==> src/rtl/flags_reg.sv <==
// Architectural FLAGS register behind the ALU: masked commits, IF/DF overrides,
// STI interrupt shadow and TF single-step trap tracking at instruction boundaries.
module flags_reg #(
  parameter logic [15:0] RESERVED_ONES = 16'hF002,
  parameter logic [15:0] WRITABLE_MASK = 16'h0FD5
) (
  input  logic        clk,
  input  logic        reset_n,
  input  logic [15:0] alu_flags,
  input  logic        update_valid,
  input  logic [15:0] update_mask,
  input  logic        set_if,
  input  logic        clr_if,
  input  logic        set_df,
  input  logic        clr_df,
  input  logic        instr_start,
  input  logic        instr_done,
  input  logic        trap_ack,
  output logic [15:0] flags,
  output logic        irq_enable,
  output logic        trap_pending
);

  localparam int TF_BIT = 8;
  localparam int IF_BIT = 9;
  localparam int DF_BIT = 10;

  logic [15:0] store_q, store_d;
  logic [15:0] commit_mask;
  logic [1:0]  shadow_q, shadow_d;
  logic        irq_q, irq_d;
  logic        tf_latched_q, tf_latched_d;
  logic        trap_q, trap_d;
  logic        tf_eff;

  assign commit_mask = update_mask & WRITABLE_MASK;

  // ALU commit first, then the direct IF/DF controls override; clear beats set.
  always_comb begin
    store_d = store_q;
    if (update_valid) begin
      store_d = (store_q & ~commit_mask) | (alu_flags & commit_mask);
    end
    if (clr_df) begin
      store_d[DF_BIT] = 1'b0;
    end else if (set_df) begin
      store_d[DF_BIT] = 1'b1;
    end
    if (clr_if) begin
      store_d[IF_BIT] = 1'b0;
    end else if (set_if) begin
      store_d[IF_BIT] = 1'b1;
    end
  end

  // The STI instruction's own instr_done consumes one count, so interrupts
  // open only after the following instruction completes.
  always_comb begin
    shadow_d = shadow_q;
    if (clr_if) begin
      shadow_d = 2'd0;
    end else if (set_if) begin
      shadow_d = instr_done ? 2'd1 : 2'd2;
    end else if (instr_done && (shadow_q != 2'd0)) begin
      shadow_d = shadow_q - 2'd1;
    end
  end

  assign irq_d = store_d[IF_BIT] && (shadow_d == 2'd0);

  // TF is sampled pre-update at instruction start, so POPF/IRET setting TF
  // does not trap on itself.
  assign tf_eff       = instr_start ? store_q[TF_BIT] : tf_latched_q;
  assign tf_latched_d = instr_start ? store_q[TF_BIT] : tf_latched_q;

  always_comb begin
    trap_d = trap_q;
    if (instr_done && tf_eff) begin
      trap_d = 1'b1;
    end else if (trap_ack) begin
      trap_d = 1'b0;
    end
  end

  always_ff @(posedge clk or negedge reset_n) begin
    if (!reset_n) begin
      store_q      <= 16'h0000;
      shadow_q     <= 2'd0;
      irq_q        <= 1'b0;
      tf_latched_q <= 1'b0;
      trap_q       <= 1'b0;
    end else begin
      store_q      <= store_d;
      shadow_q     <= shadow_d;
      irq_q        <= irq_d;
      tf_latched_q <= tf_latched_d;
      trap_q       <= trap_d;
    end
  end

  assign flags        = (store_q & WRITABLE_MASK) | RESERVED_ONES;
  assign irq_enable   = irq_q;
  assign trap_pending = trap_q;

endmodule

==> config.mk <==
export PLATFORM = sky130hd
export DESIGN_NAME = flags_reg
export DESIGN_NICKNAME = d
export VERILOG_FILES = /design/src/rtl/flags_reg.sv
export SDC_FILE = /design/constraint.sdc
export NUM_CORES = 1
export LEC_CHECK = 0
export CAP_MARGIN = 40
export CORE_ASPECT_RATIO = 0.8
export CORE_MARGIN = 4
export CORE_UTILIZATION = 28
export CTS_CLUSTER_DIAMETER = 100
export DETAILED_ROUTE_END_ITERATION = 8
export PLACE_DENSITY_LB_ADDON = 0.15
export SKIP_LAST_GASP = 1
export SLEW_MARGIN = 10
export SYNTH_ARGS = -nofsm -noshare
export SYNTH_HDL_FRONTEND = slang
export SYNTH_SLANG_ARGS = --single-unit
export TNS_END_PERCENT = 10
==> constraint.sdc <==
create_clock -name clk -period 1.2 [get_ports clk]
set_input_delay 0.24 -clock clk [delete_from_list [all_inputs] [get_ports clk]]
set_output_delay 0.24 -clock clk [all_outputs]
set_load 0.01 [all_outputs]
==> results.md <==
* Status: finished, violations left
* Failing checks: negative setup slack
* Max Fclk at 0.7152 GHz
* Critical R2R Launch: shadow_q[0]
* Mapped cell area at 688.2 sq um
* Max rail drop VDD at 687.5 uV
* Max Buffers Root-to-Sink at 2
* Yosys cell types at 21
* Yosys warning total at 0
* Die Span Y at 52.34 um
* Starting density of the core at 30.56%
* Routed vias at 568
* Hold Path Class: in -> async
* Worst EP arrival at 1.16 ns
* TritonCTS clock tree: done
* Register bit total from synthesis at 14
* R2R Setup Slk at -0.11 ns
* RSZ-0062 raised after global routing: true
* Later-pin clock latency in the skew report at 0.28 ns
* Startpoint types: flop
* Worst hold slack at 0.2628 ns
* Vias in the first global route at 499
* Mean number of vias per cell at 4.271
* CTS Buf Count at 3
* DRC at 0
* HPWL after detailed placement at 1333 um
* Final min period at 1.398 ns
* Final wirelength at 1612 um
* Fill cells at 219
* Total global-route track usage at 9.963%
* Commonest cells after routing, fill and taps aside: 30 x clkdlybuf4s50_1, 14 x dfrtp_1, 9 x nand2_1
* Pre-antenna DRT Iters at 3
* CP required at 0.96 ns
* Reg2reg end: shadow_q[1]
* Fin. Hold Viols at 0
* Syn-to-layout area delta at 66.18%
* Hold buffer count at cts at 0
* Commonest non-fill, non-tap cell in the layout: clkdlybuf4s50_1
* Die W at 63.43 um
* Pins Over Slew Limit at 0
* Worst r2r path cells at 5
* Total power at 0.001243 W
* Pleak at 0.5376 nW
* Final setup fails at 6
* Share of the yosys chip area belonging to registers at 50.91%
* Initial antenna violation count at 0
* CP top delay family: buffers and inverters
* Post-DRT Antenna Nets at 0
* Clock Tree Root: clkbuf_4
* First-pass GRT wire length at 2518 um
* Setup CP Type: reg -> out
* Final Wtd Congestion at 0.7126
* Crit path max fanout at 2
* Sink Count at 14
* Buf+Inv Stages, Crit Path at 1
* CP Capture Type: output port
* Max Cap Viol at 0
* Share of post-route cells with drive strength above 1 at 20.37%
* H-tree Lvls at 1
* Setup ws final at -0.1982 ns
* Die area at 3320 sq um
* Diode count at 0
* Syn Inst Count at 63
* CP max stage cell: clkdlybuf4s50_1
* CORE AREA at 2252 sq um
* Grt ovf at 0
* Routed WL per cell at 12.12 um
* Row cnt at 15
* Nets at 152
* Fin crit share at 116.5%
* CP cell instances: clkdlybuf4s50_1
* PD cells at 1087 nW/um^2
* Clk_skew at 0.003340 ns
* Iter 0 DRT Violations at 15
* Max incr delay on CP at 0.54 ns
* IO Port Bufs at 38
* Post-synthesis average cell area at 10.92 sq um
* Io pins at 60
* CTS clock-pin slew for the worst setup and hold paths at 0.08 ns
* Pin count of the biggest net entering global routing at 15
-- per-layer routing --
metal  track usage [%]  vias to the layer above  part of all wire (%)  wire length, um
met5                 0                        -                     0                0
met4             2.151                        0                     0                0
met1             14.08                      257                    47              753
met2             13.00                       25                    44              703
li1                  -                      286                     -                -
met3             5.365                        0                   9.6              155
-- worst register-to-register path: stages (launching register included) --
cell,delay (ns)
dfrtp_1,0.39
inv_1,0.08
ha_2,0.18
nand2b_4,0.12
mux2_4,0.30
a211oi_2,0.15
-- cell usage after synthesis --
cell | instances | area, sq um
dfrtp_1 | 14 | 350.3
nand2_1 | 9 | 33.78
mux2_2 | 8 | 90.09
buf_4 | 7 | 52.55
inv_1 | 4 | 15.01
nor2_1 | 3 | 11.26
a21oi_1 | 2 | 10.01
conb_1 | 2 | 7.510
o21ai_0 | 2 | 10.01
a211oi_2 | 1 | 12.51
a21boi_0 | 1 | 7.510
a311oi_1 | 1 | 8.760
a31oi_1 | 1 | 6.260
and4b_1 | 1 | 10.01
buf_2 | 1 | 5.000
ha_1 | 1 | 12.51
mux2_4 | 1 | 15.01
mux2i_1 | 1 | 10.01
nand2b_2 | 1 | 8.760
nand3_1 | 1 | 5.000
nor4_1 | 1 | 6.260
-- power breakdown --
| part | switching, W | internal (W) |
|---|---|---|
| logic | 0.000132 | 0.000221 |
| registers | 0.0000247 | 0.000530 |
| clock network | 0.000150 | 0.000185 |
| total | 0.000307 | 0.000936 |
-- cell type report --
class	instances	area [sq um]	area share, %
Timing Repair Buffer	44	419.2	36.65
Sequential cell	14	350.3	30.63
Multi-Input combinational cell	42	291.5	25.49
Clock buffer	4	36.28	3.173
Tap cell	25	31.28	2.735
Inverter	4	15.01	1.313
-- what timing repair did --
item / CTS / global route
buffers inserted: 0 / 0
endpoints found under the setup margin: 14 / 17
resized for setup: 7 / 1
-- through the flow --
stage	utilization, %	cells	setup TNS [ns]	cell area, sq um	worst slack (ns)
finish	50.78	133	-0.7476	1144	-0.1982
global route	50.78	133	-1.574	1144	-0.2528
CTS	50.67	133	-1.128	1141	-0.2217
detailed placement	49.44	129	-2.899	1114	-0.3287
global placement	49.44	129	-2.543	1114	-0.2610
floorplan	-	68	-0.04361	714.4	-0.04361
-- cells by family (layout without fill, tap and decap cells) --
kind of cell | after synthesis | after routing | share of synthesized area, %
multiplexers | 10 | 10 | 16.73
buffers and inverters | 12 | 52 | 10.54
adder cells (fa/ha/maj) | 1 | 1 | 1.818
AND/OR/NAND/NOR | 16 | 16 | 10.91
AO/OA/AOI/OAI | 8 | 8 | 8.001
other | 2 | 7 | 1.091
flip-flops | 14 | 14 | 50.91
-- how the worst max path moves through the flow --
stage                 start     endpoint  slack, ns  cells past startpoint
2_1_floorplan   shadow_q[0]  shadow_q[1]      -0.04                      5
3_3_place_gp   update_valid   irq_enable      -0.26                      4
3_5_place_dp   update_valid  store_q[10]      -0.33                      4
4_1_cts                flop     flags[0]      -0.22                      1
5_1_grt                flop     flags[6]      -0.25                      1
6_report               flop     flags[0]      -0.20                      1
Note: power is estimated with default switching activity, not from simulation.
